`src/rtl/sprite_dispatcher.sv`:
```
// Sprite descriptor dispatcher: buffers descriptors, fetches texture row pairs and broadcasts them to the stream processors.
// Optional WAIT timeout with sticky mem_err is enabled by defining SPRITE_DISPATCH_TIMEOUT_EN.
module sprite_dispatcher #(
   parameter int unsigned FIFO_DEPTH = 4,
   parameter int unsigned TEX_ADDR_W = 8
) (
   input  logic                  clk,
   input  logic                  reset_n,
   input  logic                  frame_start,
   input  logic                  desc_valid,
   output logic                  desc_ready,
   input  logic [TEX_ADDR_W-1:0] desc_tex_addr,
   input  logic [3:0]            desc_start_x,
   input  logic [7:0]            desc_z,
   input  logic                  desc_last,
   output logic                  mem_req,
   output logic [TEX_ADDR_W-1:0] mem_addr,
   input  logic                  mem_ack,
   input  logic [255:0]          mem_rdata,
   output logic                  o_ena,
   output logic [255:0]          o_texture_data,
   output logic [3:0]            o_start_x,
   output logic [7:0]            o_position_z,
`ifdef SPRITE_DISPATCH_TIMEOUT_EN
   output logic                  mem_err,
`endif
   output logic                  busy,
   output logic                  frame_done
);

   localparam int unsigned DATA_W = 256;
   localparam int unsigned X_W    = 4;
   localparam int unsigned Z_W    = 8;
   localparam int unsigned PTR_W  = (FIFO_DEPTH > 1) ? $clog2(FIFO_DEPTH) : 1;
   localparam int unsigned CNT_W  = PTR_W + 1;
`ifdef SPRITE_DISPATCH_TIMEOUT_EN
   localparam int unsigned TMO_W     = 4;
   localparam int unsigned TMO_LIMIT = 14;
`endif

   typedef struct packed {
      logic [TEX_ADDR_W-1:0] tex_addr;
      logic [X_W-1:0]        start_x;
      logic [Z_W-1:0]        z;
      logic                  last;
   } desc_t;

   typedef enum logic [2:0] {
      S_IDLE, S_CLEAR, S_FETCH, S_WAIT, S_ISSUE, S_DONE
   } state_e;

   state_e state_q, state_d;

   desc_t            fifo_mem [FIFO_DEPTH];
   desc_t            desc_in, head;
   logic [PTR_W-1:0] wr_ptr_q, wr_ptr_d, rd_ptr_q, rd_ptr_d;
   logic [CNT_W-1:0] cnt_q, cnt_d;
   logic             ready_q, ready_d;
   logic             push, pop, fifo_empty;

   logic [X_W-1:0]        cur_x_q, cur_x_d;
   logic [Z_W-1:0]        cur_z_q, cur_z_d;
   logic                  cur_last_q, cur_last_d;
   logic [TEX_ADDR_W-1:0] addr_q, addr_d;
   logic                  req_q, req_d;
   logic                  ena_q, ena_d;
   logic [DATA_W-1:0]     tex_q, tex_d;
   logic [X_W-1:0]        x_q, x_d;
   logic [Z_W-1:0]        z_q, z_d;
   logic                  busy_q, busy_d;
   logic                  done_q, done_d;
`ifdef SPRITE_DISPATCH_TIMEOUT_EN
   logic [TMO_W-1:0]      tmo_q, tmo_d;
   logic                  err_q, err_d;
`endif

   // Descriptor FIFO bookkeeping; ready is registered from the next occupancy.
   always_comb begin
      desc_in    = {desc_tex_addr, desc_start_x, desc_z, desc_last};
      head       = fifo_mem[rd_ptr_q];
      fifo_empty = (cnt_q == '0);
      push       = desc_valid && ready_q;
      wr_ptr_d   = wr_ptr_q + PTR_W'(push);
      rd_ptr_d   = rd_ptr_q + PTR_W'(pop);
      cnt_d      = cnt_q + CNT_W'(push) - CNT_W'(pop);
      ready_d    = (cnt_d != CNT_W'(FIFO_DEPTH));
   end

   always_ff @(posedge clk) begin
      if (push) begin
         fifo_mem[wr_ptr_q] <= desc_in;
      end
   end

   // Next-state and output logic; outputs are registered from the state being entered.
   always_comb begin
      state_d    = state_q;
      pop        = 1'b0;
      cur_x_d    = cur_x_q;
      cur_z_d    = cur_z_q;
      cur_last_d = cur_last_q;
      addr_d     = addr_q;
      ena_d      = 1'b0;
      tex_d      = tex_q;
      x_d        = x_q;
      z_d        = z_q;
`ifdef SPRITE_DISPATCH_TIMEOUT_EN
      tmo_d      = tmo_q;
      err_d      = err_q;
`endif
      case (state_q)
         S_IDLE: begin
            if (frame_start) begin
               state_d = S_CLEAR;
               ena_d   = 1'b1;
               tex_d   = '0;
               x_d     = '0;
               z_d     = '0;
            end
         end
         S_CLEAR: state_d = S_FETCH;
         S_FETCH: begin
            if (!fifo_empty) begin
               pop = 1'b1;
               if (head.z == '0) begin
                  state_d = head.last ? S_DONE : S_FETCH;
               end else begin
                  cur_x_d    = head.start_x;
                  cur_z_d    = head.z;
                  cur_last_d = head.last;
                  addr_d     = head.tex_addr;
                  state_d    = S_WAIT;
`ifdef SPRITE_DISPATCH_TIMEOUT_EN
                  tmo_d      = '0;
`endif
               end
            end
         end
         S_WAIT: begin
            if (mem_ack) begin
               state_d = S_ISSUE;
               ena_d   = 1'b1;
               tex_d   = mem_rdata;
               x_d     = cur_x_q;
               z_d     = cur_z_q;
            end
`ifdef SPRITE_DISPATCH_TIMEOUT_EN
            else if (tmo_q == TMO_W'(TMO_LIMIT)) begin
               err_d   = 1'b1;
               state_d = cur_last_q ? S_DONE : S_FETCH;
            end else begin
               tmo_d = tmo_q + TMO_W'(1);
            end
`endif
         end
         S_ISSUE: state_d = cur_last_q ? S_DONE : S_FETCH;
         S_DONE:  state_d = S_IDLE;
         default: state_d = S_IDLE;
      endcase
      req_d  = (state_d == S_WAIT);
      busy_d = (state_d != S_IDLE);
      done_d = (state_d == S_DONE);
   end

   always_ff @(posedge clk or negedge reset_n) begin
      if (!reset_n) begin
         state_q    <= S_IDLE;
         wr_ptr_q   <= '0;
         rd_ptr_q   <= '0;
         cnt_q      <= '0;
         ready_q    <= 1'b0;
         cur_x_q    <= '0;
         cur_z_q    <= '0;
         cur_last_q <= 1'b0;
         addr_q     <= '0;
         req_q      <= 1'b0;
         ena_q      <= 1'b0;
         tex_q      <= '0;
         x_q        <= '0;
         z_q        <= '0;
         busy_q     <= 1'b0;
         done_q     <= 1'b0;
`ifdef SPRITE_DISPATCH_TIMEOUT_EN
         tmo_q      <= '0;
         err_q      <= 1'b0;
`endif
      end else begin
         state_q    <= state_d;
         wr_ptr_q   <= wr_ptr_d;
         rd_ptr_q   <= rd_ptr_d;
         cnt_q      <= cnt_d;
         ready_q    <= ready_d;
         cur_x_q    <= cur_x_d;
         cur_z_q    <= cur_z_d;
         cur_last_q <= cur_last_d;
         addr_q     <= addr_d;
         req_q      <= req_d;
         ena_q      <= ena_d;
         tex_q      <= tex_d;
         x_q        <= x_d;
         z_q        <= z_d;
         busy_q     <= busy_d;
         done_q     <= done_d;
`ifdef SPRITE_DISPATCH_TIMEOUT_EN
         tmo_q      <= tmo_d;
         err_q      <= err_d;
`endif
      end
   end

   assign desc_ready     = ready_q;
   assign mem_req        = req_q;
   assign mem_addr       = addr_q;
   assign o_ena          = ena_q;
   assign o_texture_data = tex_q;
   assign o_start_x      = x_q;
   assign o_position_z   = z_q;
   assign busy           = busy_q;
   assign frame_done     = done_q;
`ifdef SPRITE_DISPATCH_TIMEOUT_EN
   assign mem_err        = err_q;
`endif

endmodule

```
`config.mk`:
```
export PLATFORM = sky130hd
export DESIGN_NAME = sprite_dispatcher
export DESIGN_NICKNAME = d
export VERILOG_FILES = /design/src/rtl/sprite_dispatcher.sv
export SDC_FILE = /design/constraint.sdc
export NUM_CORES = 1
export LEC_CHECK = 0
export ABC_AREA = 1
export BUFFER_PORTS_ARGS = -buffer_cell sky130_fd_sc_hd__buf_4
export CORE_AREA = 2 2 220 222
export CTS_CLUSTER_SIZE = 24
export DETAILED_ROUTE_END_ITERATION = 12
export DIE_AREA = 0 0 222 224
export GPL_ROUTABILITY_DRIVEN = 0
export RECOVER_POWER = 50
export SETUP_SLACK_MARGIN = 0.05
export SLEW_MARGIN = 10
export SYNTH_ARGS = -nofsm -noshare
export SYNTH_HDL_FRONTEND = slang
export SYNTH_SLANG_ARGS = --single-unit
export TNS_END_PERCENT = 100
```
`constraint.sdc`:
```
create_clock -name clk -period 2.35 [get_ports clk]
set_input_delay 0 -clock clk [delete_from_list [all_inputs] [get_ports clk]]
set_output_delay 0 -clock clk [all_outputs]
set_load 0.01 [all_outputs]
```
==> results.ini <==
[grt]
grt_use_total_pct=21.5
grt_pass1_vias=15171
overflow=0
grt_max_degree=149
antenna_found_initial=3
grt_pass1_wl_um=85700

[worst_setup_path]
crit_start=state_q[0]$_DFF_PN0_
cp_max_fo=3
startpoint_type=flop
end_kind=flop
reg2regPathDepth=12
cp.required_ns=2.81
reg2reg_slack_ns=0.20
r2r-start=state_q[0]$_DFF_PN0_
critPathArrivalTime_ns=2.60
critical_path_class=flop to flop

[synth]
synth_common_cells=nand3_1, nand2_1, dfrtp_1
syn-mean-instance-area_um2=9.96
synth_top_area_share_pct=48.5
synth_compound_area_share_pct=1.84
synth_mux_area_share_pct=0
synth_edf_count=84
synthArstFlopShare_pct=78.4
synth-xor-area-share_pct=0.223
synthAdderAreaFrac_pct=0.447
syn_area_um2=15700
ys.flop_type=dfrtp_1
synthSimpleGateAreaFrac_pct=28.5
synth_top_family_by_area=simple AND/OR/NAND/NOR gates
synth_nets=1863
synth.yosys.warnings=0
syn_inst=1576
synth_largest_area_cell=dfrtp_1
ys_top_cells_by_area=dfrtp_1, nand3_1, edfxtp_1
synth.most_common_cell=nand3_1
ys_types=27
synth_seq_area_share_pct=64.6
yosys_register_bits=388

[clocking]
clk_latency_ns=0.56
cts_sinks=388
cts_buffers=44
clk_pin_slew_ns=0.06
root_buffer=clkbuf_16
cts_max_path_buffers=3
cts_tree=done
cts_htree_levels=2

[power_and_ir_drop]
pwr-share-clk_pct=25.7
power_density_nw_per_um2=1130
combPwrFrac_pct=38.5
leakage_nw=12.1
irDropWorstVdd_uv=589
p_int_w=0.0170
seqPwrFrac_pct=35.8
switchingPower_w=0.0105
p_sw_share_pct=38.3

[floorplan]
die_area_um2=49700
die_w_um=222
core_area_um2=47300
num_rows=80
start_util_pct=33.1
die_h_um=224
io_pins=563

[timing]
min_period_ns=2.15
clock.fmax_mhz=465
relSlewSlack_pct=-28.8
setup_violations=0
drv_slew=64
fin_skew_ns=0.0114
holdWs_ns=0.0926
period_share_pct=91.4
hold_violations=0
tightestPinTransition_ns=1.93
rsz0062_at_grt=false

[placement]
placed_cells=2661
portBuffers=562
hpwlAfterDp_um=35900

[routing]
firstDrtPassIters=5
num_vias=15025
via_per_inst=4.96
antenna_left=0
drt_iter0_markers=1147
wl_um=55200
wire_per_inst_um=18.2
drc=0

[finish]
seq_area_um2=10100
final_cell_count_no_fill=3028
n_fill_cell=4317
drive_above_1_share_pct=22.9
multiInputGateArea_um2=4950
area_growth_pct=55.3
nets=2663

[run]
cap_viol_max_count=1

[worst_hold_path]
hold_depth=5
hp-class=primary input to flop
hp-start=frame_start

[run_status]
violations=capacitance limit, slew limit
status=complete, but fails checks

==> through the flow <==
stage                     total power (W)  setup WS, ns  setup TNS, ns  utilization, %  cell area, µm²
after floorplan                    0.0157       -0.0683          -5.73               -           15700
after global placement             0.0204         0.171              0            43.6           20700
after detailed placement           0.0207        0.0920              0            43.6           20700
after CTS                          0.0282        0.0891              0            52.7           25000
after global routing               0.0292        0.0343              0            51.5           24400
final                              0.0275         0.201              0            51.5           24400
==> placed cells by master, fill, tap and decap left out, types with 10 or more instances in the layout <==
| master | count |
|---|---|
| buf_12 | 15 |
| buf_4 | 424 |
| clkbuf_1 | 173 |
| clkbuf_16 | 45 |
| dfrtp_1 | 304 |
| dlygate4sd3_1 | 280 |
| edfxtp_1 | 84 |
| inv_1 | 14 |
| nand2_1 | 355 |
| nand2_2 | 10 |
| nand3_1 | 569 |
| nor2_1 | 28 |
| o21ai_0 | 25 |
| o22ai_1 | 12 |
==> cells by family after synthesis <==
family / count (synthesis)
xor gates and xnor gates: 4
AOI/OAI and AO/OA: 48
DFF: 388
and+or+nand+nor: 979
buffers and inverters: 152
adders and majority gates: 5
==> layer usage <==
layer	GRT usage, %	routed length (µm)	vias to the layer above
li1	-	-	6982
met1	27.0	22400	7303
met2	36.7	27600	615
met3	4.01	3360	123
met4	8.59	1880	2
met5	0	13	-
==> power by group through the flow <==
stage | Combinational (W) | Sequential [W] | Clock (W)
after floorplan | 0.00525 | 0.0105 | 0
after global placement | 0.0105 | 0.00990 | 0
after detailed placement | 0.0107 | 0.00996 | 0
after CTS | 0.0111 | 0.00985 | 0.00724
after global routing | 0.0116 | 0.0101 | 0.00752
final | 0.0106 | 0.00986 | 0.00709
==> critical path, cell delays in order (launching register included) <==
cell and delay [ns]:
dfrtp_1 0.42, nor3_4 0.22, nand2_1 0.10, inv_2 0.07
ha_1 0.22, inv_1 0.05, ha_1 0.12, inv_1 0.04
fa_2 0.35, xnor2_2 0.15, xor2_1 0.17, inv_1 0.09
nand2_1 0.05
==> path summary, 6_finish.rpt <==
kind,end
max in group asynchronous,o_texture_data[224]$_DFFE_PN0P_
max reg2reg,desc_ready$_DFF_PN0_
min in group asynchronous,o_texture_data[53]$_DFFE_PN0P_
max,desc_ready$_DFF_PN0_
min reg2reg,mem_addr[1]$_DFFE_PN0P_
min,o_texture_data[164]$_DFFE_PN0P_
==> timing repair <==
item | 4_1_cts | 5_1_grt
resized for setup | 0 | 4
setup buffers | 0 | 4
endpoints found under the setup margin | 0 | 2
hold buffers | 280 | 0
hold endpoints to repair | 637 | 0
==> final cells by class <==
cell class              count  area share, %
flip-flops and latches    388           41.6
repair buffers            888           28.5
multi-input cells        1036           20.3
clock buffers              61           5.12
well taps                 615           3.16
clock inverters            20           1.00
inverters                  18          0.288
diodes                      2         0.0205
==> flip-flops by register name (all words and copies together), names as in the netlist, 2 cells and up <==
register and count:
mem_addr 8, state_q 3, fifo_mem 84, cnt_q 3
o_position_z 8, cur_z_q 8, wr_ptr_q 2, o_start_x 4
o_texture_data 256, rd_ptr_q 2, cur_x_q 4
No activity file was read; power rests on OpenSTA's default activity.
